==> src/rtl/intmul_sched.sv <==
// rtl/intmul_sched.sv - round-robin scheduler for the shared integer multiplier and its result buffer
module intmul_sched #(
    parameter int NUM_REQ = 4,
    parameter int SLOTS   = 4
) (
    input  logic                      CLK,
    input  logic                      RESET,
    input  logic [NUM_REQ-1:0]        req,
    input  logic [NUM_REQ*32-1:0]     req_oprndA,
    input  logic [NUM_REQ*32-1:0]     req_oprndB,
    input  logic [NUM_REQ-1:0]        req_sextA,
    input  logic [NUM_REQ-1:0]        req_sextB,
    input  logic [NUM_REQ-1:0]        flush,
    input  logic                      rel_en,
    input  logic [3:0]                rel_addrs,
    input  logic                      mul_ready,
    output logic [NUM_REQ-1:0]        gnt,
    output logic [1:0]                gnt_slot,
    output logic                      mul_wren,
    output logic [3:0]                mul_wraddrs,
    output logic [31:0]               mul_oprndA,
    output logic [31:0]               mul_oprndB,
    output logic                      mul_sextA,
    output logic                      mul_sextB,
    output logic [NUM_REQ*SLOTS-1:0]  slot_rsv,
    output logic [NUM_REQ*SLOTS-1:0]  slot_done,
    output logic                      busy
);
    localparam logic [0:0] IDLE  = 1'b0;
    localparam logic [0:0] ISSUE = 1'b1;
    localparam int NSLOT = NUM_REQ * SLOTS;

    logic [0:0]         state;
    logic [1:0]         rr;
    logic [NUM_REQ-1:0] eligible;
    logic               grantValid;
    logic [1:0]         grantThread;
    logic [1:0]         grantSlot;
    logic [1:0]         cand;
    logic               slotFound;
    logic [NSLOT-1:0]   rsvNext;
    logic [NSLOT-1:0]   doneNext;

    // The write strobe is exactly the ISSUE state, so it is a registered output.
    assign mul_wren = (state == ISSUE);

    // Eligibility, round-robin pick, lowest free slot and next scoreboard contents.
    always_comb begin
        eligible    = '0;
        grantValid  = 1'b0;
        grantThread = rr;
        grantSlot   = 2'd0;
        slotFound   = 1'b0;
        cand        = 2'd0;
        rsvNext     = slot_rsv;
        doneNext    = slot_done;

        // A slot released this cycle still reads reserved here, so it cannot be reused until next cycle.
        for (int i = 0; i < NUM_REQ; i++) begin
            eligible[i] = req[i] & ~flush[i] & ~(&slot_rsv[SLOTS*i +: SLOTS]);
        end

        for (int k = 0; k < NUM_REQ; k++) begin
            cand = rr + 2'(k);
            if (!grantValid && mul_ready && eligible[cand]) begin
                grantValid  = 1'b1;
                grantThread = cand;
            end
        end

        for (int s = 0; s < SLOTS; s++) begin
            if (!slotFound && !slot_rsv[{grantThread, 2'(s)}]) begin
                slotFound = 1'b1;
                grantSlot = 2'(s);
            end
        end

        // Sets first, then release, then flush, so later clears win on the same bit.
        if (grantValid) begin
            rsvNext[{grantThread, grantSlot}] = 1'b1;
        end
        if (mul_wren) begin
            doneNext[mul_wraddrs] = 1'b1;
        end
        if (rel_en) begin
            rsvNext[rel_addrs]  = 1'b0;
            doneNext[rel_addrs] = 1'b0;
        end
        for (int i = 0; i < NUM_REQ; i++) begin
            if (flush[i]) begin
                rsvNext[SLOTS*i +: SLOTS]  = '0;
                doneNext[SLOTS*i +: SLOTS] = '0;
            end
        end
    end

    // FSM and round-robin pointer: ISSUE follows every grant edge, pointer moves past the winner.
    always_ff @(posedge CLK or negedge RESET) begin
        if (!RESET) begin
            state <= IDLE;
            rr    <= 2'd0;
        end else begin
            state <= grantValid ? ISSUE : IDLE;
            if (grantValid) begin
                rr <= grantThread + 2'd1;
            end
        end
    end

    // Grant pulse and multiplier issue registers; address and operands hold between grants.
    always_ff @(posedge CLK or negedge RESET) begin
        if (!RESET) begin
            gnt         <= '0;
            gnt_slot    <= 2'd0;
            mul_wraddrs <= 4'd0;
            mul_oprndA  <= 32'd0;
            mul_oprndB  <= 32'd0;
            mul_sextA   <= 1'b0;
            mul_sextB   <= 1'b0;
        end else begin
            gnt <= '0;
            if (grantValid) begin
                gnt[grantThread] <= 1'b1;
                gnt_slot         <= grantSlot;
                mul_wraddrs      <= {grantThread, grantSlot};
                mul_oprndA       <= req_oprndA[32*grantThread +: 32];
                mul_oprndB       <= req_oprndB[32*grantThread +: 32];
                mul_sextA        <= req_sextA[grantThread];
                mul_sextB        <= req_sextB[grantThread];
            end
        end
    end

    // Reserved/done scoreboard and busy flag, all taken from the next-state values.
    always_ff @(posedge CLK or negedge RESET) begin
        if (!RESET) begin
            slot_rsv  <= '0;
            slot_done <= '0;
            busy      <= 1'b0;
        end else begin
            slot_rsv  <= rsvNext;
            slot_done <= doneNext;
            busy      <= (|rsvNext) | grantValid;
        end
    end
endmodule

==> config.mk <==
export PLATFORM = sky130hd
export DESIGN_NAME = intmul_sched
export DESIGN_NICKNAME = d
export VERILOG_FILES = /design/src/rtl/intmul_sched.sv
export SDC_FILE = /design/constraint.sdc
export NUM_CORES = 1
export LEC_CHECK = 0
export CAP_MARGIN = 20
export CORE_AREA = 2 2 151 153
export DETAILED_ROUTE_END_ITERATION = 7
export DIE_AREA = 0 0 153 155
export GPL_ROUTABILITY_DRIVEN = 0
export PLACE_DENSITY = 0.71
export SKIP_CTS_REPAIR_TIMING = 1
export SLEW_MARGIN = 25
export SYNTH_ARGS = -nofsm -noshare
export SYNTH_HDL_FRONTEND = slang
export SYNTH_SLANG_ARGS = --single-unit
==> constraint.sdc <==
create_clock -name CLK -period 3.2 [get_ports CLK]
set_input_delay 0.8 -clock CLK [delete_from_list [all_inputs] [get_ports CLK]]
set_output_delay 0.8 -clock CLK [all_outputs]
set_load 0.05 [all_outputs]
Yosys cells after proc, flatten, opt, wreduce, memory -nomap -nowiden
Cells that the tools add are included.
{"block": "op_classes", "reduce_logical": 27, "shift": 2, "magnitude_cmp": 16, "n_bitwise": 22, "mux": 55, "addsub": 4}
{"operator": "128-bit by 8-bit variable part select with 32-bit output", "n": 2}
{"operator": "16-bit two-way mux", "n": 4}
{"operator": "4-bit two-way mux", "n": 9}
{"operator": "4-bit by 5-bit < comparator with 1-bit output, second input constant", "n": 7}
{"operator": "16-bit AND", "n": 2}
{"operator": "16-bit bitwise OR", "n": 2}
{"operator": "1-bit two-way mux", "n": 23}
{"operator": "1-bit binary-select mux with 2-bit select", "n": 10}
{"operator": "16-bit inverter", "n": 1}
{"operator": "4-bit AND reduction", "n": 4}
{"operator": "16-bit OR reduction", "n": 1}
{"operator": "2-bit by 3-bit < comparator with 1-bit output, second input constant", "n": 5}
{"operator": "1-bit logical AND", "n": 14}
{"operator": "1-bit demux with 4-bit select", "n": 3}
{"operator": "4-bit by 1-bit >= comparator with 1-bit output, second input constant", "n": 3}
{"operator": "2-bit two-way mux", "n": 5}
{"operator": "1-bit AND", "n": 8}
{"operator": "1-bit logical NOT", "n": 8}
{"operator": "1-bit inverter", "n": 8}
{"operator": "2-bit by 1-bit adder with 2-bit output, second input constant", "n": 2}
{"operator": "2-bit adder, second input constant", "n": 2}
{"operator": "1-bit demux with 2-bit select", "n": 1}
{"operator": "2-bit by 1-bit >= comparator with 1-bit output, second input constant", "n": 1}
{"operator": "1-bit bitwise OR", "n": 1}
{"block": "word_totals", "wordCells": 138, "reg_bits": 112}

Depth between registers and ports, before layout
{"block": "logic_depth", "depth_word": 41, "mapped_depth": 15}

Worst setup path before layout
No wires, ideal clock.
{"block": "synth_path", "path_kind": "register -> register", "from": "reg slot_rsv[1]", "to": "reg busy", "synth_period_minus_slack_ns": 3.590, "setup_ns": 0.141, "slack_ns": -0.390, "t_required_ns": 3.059, "path_buffers": 2, "t_arrival_ns": 3.449, "path_stages_with_launch": 15, "cell_sequence": "dfrtp_1 -> nand4_1 -> and2_4 -> a311o_1 -> a21oi_4 -> nor2_4 -> clkbuf_1 -> buf_2 -> ha_1 -> nand3_1 -> a2111oi_1 -> a211o_1 -> or3b_1 -> a211oi_2 -> o2111ai_1"}
{"block": "synth_between", "elab_chain_cells": 41}
{"item": "from (decl)", "line_no": "25", "rtl": "output logic [NUM_REQ*SLOTS-1:0] slot_rsv,"}
{"item": "from (signal assigned)", "line_no": "141", "rtl": "slot_rsv <= rsvNext;"}
{"item": "4-bit AND reduction", "line_no": "60", "rtl": "eligible[i] = req[i] & ~flush[i] & ~(&slot_rsv[SLOTS*i +: SLOTS]);"}
{"item": "1-bit inverter", "line_no": "60"}
{"item": "1-bit AND", "line_no": "60"}
{"item": "1-bit binary-select mux with 2-bit select", "line_no": "65", "rtl": "if (!grantValid && mul_ready && eligible[cand]) begin"}
{"item": "1-bit two-way mux (not written as such)", "line_no": "65"}
{"item": "1-bit logical AND", "line_no": "65"}
{"item": "1-bit two-way mux", "line_no": "65"}
{"item": "1-bit logical NOT", "line_no": "65"}
{"item": "[26 not listed]"}
{"item": "16-bit bitwise OR (no source line)"}
{"item": "16-bit two-way mux (*)", "line_no": "79", "rtl": "if (grantValid) begin"}
{"item": "16-bit AND (no source line)"}
{"item": "16-bit two-way mux (*)", "line_no": "85", "rtl": "if (rel_en) begin"}
{"item": "4-bit two-way mux (*)", "line_no": "90", "rtl": "if (flush[i]) begin"}
{"item": "net rsvNext[2]", "line_no": "41", "rtl": "logic [NSLOT-1:0] rsvNext;"}
{"item": "16-bit OR reduction (*)", "line_no": "143", "rtl": "busy <= (|rsvNext) | grantValid;"}
{"item": "1-bit bitwise OR (*)", "line_no": "143"}
{"item": "to (signal assigned)", "line_no": "143"}
{"item": "to (decl)", "line_no": "27", "rtl": "output logic busy"}
Mark *: on every way through the listed nets, which the timed path passes. The rest lies on a longest branch. The select of a mux whose other input is x is not followed.
A chain may end at the register's enable or synchronous reset.

Final worst setup path
{"block": "layout_path", "from": "in mul_ready", "to": "reg busy"}
{"block": "layout_between", "elab_chain_cells": 36}
{"item": "from (decl)", "line_no": "16", "rtl": "input logic mul_ready,"}
{"item": "1-bit logical AND", "line_no": "65"}
{"item": "1-bit two-way mux", "line_no": "65"}
{"item": "1-bit logical NOT", "line_no": "65"}
{"item": "1-bit logical AND (2 in series)", "line_no": "65"}
{"item": "1-bit two-way mux", "line_no": "65"}
{"item": "1-bit logical NOT", "line_no": "65"}
{"item": "1-bit logical AND (2 in series)", "line_no": "65"}
{"item": "1-bit two-way mux", "line_no": "65"}
{"item": "[19 not listed]"}
{"item": "16-bit bitwise OR (no source line)"}
{"item": "16-bit two-way mux (*)", "line_no": "79"}
{"item": "16-bit AND (no source line)"}
{"item": "16-bit two-way mux (*)", "line_no": "85"}
{"item": "4-bit two-way mux (*)", "line_no": "90"}
{"item": "net rsvNext[2]", "line_no": "41"}
{"item": "16-bit OR reduction (*)", "line_no": "143"}
{"item": "1-bit bitwise OR (*)", "line_no": "143"}
Marks and branches as above.

==> reports/results.ini <==
[status]
status = completed

[global_route]
gr-usage-met2 = 0.401
met3_usage = 0.0421
grt_max_degree = 93
track_usage = 0.233
grt_pass1_wl_um = 44500
grt_pass1_vias = 8185
grt_use_met1 = 0.298
antenna_found_initial = 1
grt.busiest_layer = met2
overflow = 0

[setup_path]
cp.arrival_ns = 3.32
r2r_cells = 12
critPathRequiredTime_ns = 3.42
r2r_start = slot_rsv[1]$_DFF_PN0_
crit_start = mul_ready
setup.worst_path.end_class = register
crit_fanout = 8
critPathKind = in2reg
cp-start-kind = input pin
r2r_end = busy$_DFF_PN0_
rrSetupSlack_ns = 0.15

[floorplan]
dieArea_um2 = 23700
die_h_um = 155
die_x_um = 153
start_util = 0.315
ios = 390
core-area_um2 = 22200
rows = 55

[synthesis]
synth-seq-cells = 110
yosysMostFrequentCell = nor2_1
syn-cell-area_um2 = 7000
synth_common_cells = nor2_1, nand2_1, o21ai_0
synth_flop_cell = dfrtp_1
synthArstFlopShare = 1.00
avgSynthCellArea_um2 = 6.99
synth_cells = 1002
ys_warn_count = 0
synth_seq_area_share = 0.393
synth_largest_area_cell = dfrtp_1
synth-edff-count = 0
synth_cell_types = 60
syn_nets = 1286
synth_area_leaders = dfrtp_1, nor2_1, nand2_1, o21ai_0, nand3_1
yosysTopAreaCellShare = 0.393

[power]
p_sw_uw = 4190
p_seq_frac = 0.248
clockPowerShare = 0.138
p_int_uw = 4240
p_leak_uw = 0.00513
comb_power_share = 0.614
power_uw = 8430
switching_share = 0.497
power.density_nw_per_um2 = 702
peakVddDrop_mv = 0.378

[drt]
drtPass1Iterations = 5
initialDrtViolationCount = 707
vias = 8519
route.detailed.drc = 0
ant_nets = 0
wl_per_cell_um = 17.1
wl_um = 29000
vias_per_cell = 5.03

[layout]
drive_above_1_share = 0.0916
synthToLayoutAreaGrowth_pct = 71.6
nNetsFinal = 1687
utilization = 0.540
fin_area_um2 = 12000
antenna_cells = 0

[clock_network]
clkSlewWorstSetupHoldPaths_ns = 0.08
clock_sinks = 110
clk_path_buf_depth = 2
clockRootBuffer = clkbuf_16
cts_tree = yes
clock_latency_ns = 0.35
ctsHtreeMaxLevel = 3
cts_made_buffers = 9

[timing]
max_slew_margin = 0.507
clock.fmax_mhz = 322
period_share = 0.970
maxSlewViolCount = 0
finalClockSkew_ns = 0.0122
final.min_clock_period_ns = 3.10
fin_tns_setup_ns = 0
finalHoldViolCount = 0
setup_viol = 0
whs_ns = 0.479
worst_pin_slew_ns = 0.740

[place]
dpl-instance-area_um2 = 11600
dp_hpwl_um = 21700
io_buffers = 389

[hold_path]
hold_path_end = mul_oprndB[3]$_DFFE_PN0N_
hold_class = reg2reg
whs_path_depth = 2
min_from = mul_oprndB[3]$_DFFE_PN0N_

[flow_run]
maxCapViolations = 0

## cell usage in the layout (no fill, tap or decap), types with 3 or more instances in the layout
cell               n
clkdlybuf4s50_1  380
nor2_1           224
nand2_1          216
o21ai_0          137
dfrtp_1          100
nand3_1           73
buf_4             62
a21oi_1           39
nor2b_1           12
a21o_1            10
dfrtp_2           10
inv_1              9
clkbuf_16          9
a31oi_1            8
dlymetal6s2s_1     8
and3_1             6
buf_12             5
nor2b_4            4
or4_1              4
o21ai_1            4
and2_1             4
a211oi_1           4
nand4_1            3
and2_4             3
nor3b_1            3
and3b_1            3
a31o_2             3
a311oi_1           3
a221oi_1           3
## state kept, by name, summed over array words and instances (netlist names)
name / cells
rr: 2
gnt: 4
slot_done: 16
mul_wraddrs: 3
busy: 1
mul_oprndB: 32
slot_rsv: 16
mul_sextB: 1
mul_sextA: 1
gnt_slot: 1
mul_wren: 1
mul_oprndA: 32
## power by group through the flow
stage | sequential, µW | combinational, µW | clock, µW
2_1_floorplan | 3520 | 1780 | 0
3_3_place_gp | 2100 | 5120 | 0
3_5_place_dp | 2110 | 5150 | 0
4_1_cts | 2090 | 5170 | 1200
5_1_grt | 2150 | 5570 | 1260
6_report | 2090 | 5170 | 1170
## area by class of cell
class	instances	area, µm²
fill	2127	10200
timing repair buffer	456	4480
clock inverter	5	60.1
tap	285	357
inverter	12	50.0
sequential	110	2770
clock buffer	11	233
multi-input combinational	814	4060
## cells by family (layout without fill, tap and decap cells)
family	Yosys count	in the layout	share of synthesized area
buffers and inverters	78	484	0.0479
adder cells (fa/ha/maj)	4	4	0.00715
AND/OR/NAND/NOR	570	570	0.343
AO/OA/AOI/OAI	239	239	0.205
flip-flops	110	110	0.393
multiplexers	1	1	0.00322
## metal layers
metal	part of all wire	vias up	wire, µm
met2	0.49	357	14200
met5	0.00055	-	16
met4	0.025	2	713
met1	0.42	3927	12100
met3	0.065	62	1890
li1	-	4171	-
## how the worst max path moves through the flow
| stage | to | slack, ns | cells after the start |
|---|---|---|---|
| floorplan | busy$_DFF_PN0_ | -0.12 | 14 |
| global placement | busy$_DFF_PN0_ | -0.50 | 14 |
| detailed placement | busy$_DFF_PN0_ | -0.55 | 12 |
| CTS | busy$_DFF_PN0_ | -0.17 | 12 |
| global route | busy$_DFF_PN0_ | -0.01 | 12 |
| finish | busy$_DFF_PN0_ | 0.1 | 12 |
## critical path, cell delays in order
cell             delay, ns
clkdlybuf4s50_1       0.47
nand2_1               0.12
buf_4                 0.17
a21oi_1               0.15
o221a_4               0.25
buf_12                0.12
or4_1                 0.18
a2111oi_4             0.09
a211o_1               0.28
or3b_1                0.39
a211oi_2              0.17
o2111ai_1             0.12
## stage by stage
| step | setup slack, ns | instances |
|---|---|---|
| after CTS | -0.167 | 1688 |
| after detailed placement | -0.551 | 1672 |
| after global placement | -0.497 | 1672 |
| after floorplan | -0.121 | 1002 |
| final | 0.0963 | 1693 |
| after global routing | -0.00979 | 1693 |
No activity file was read; power rests on OpenSTA's default activity.
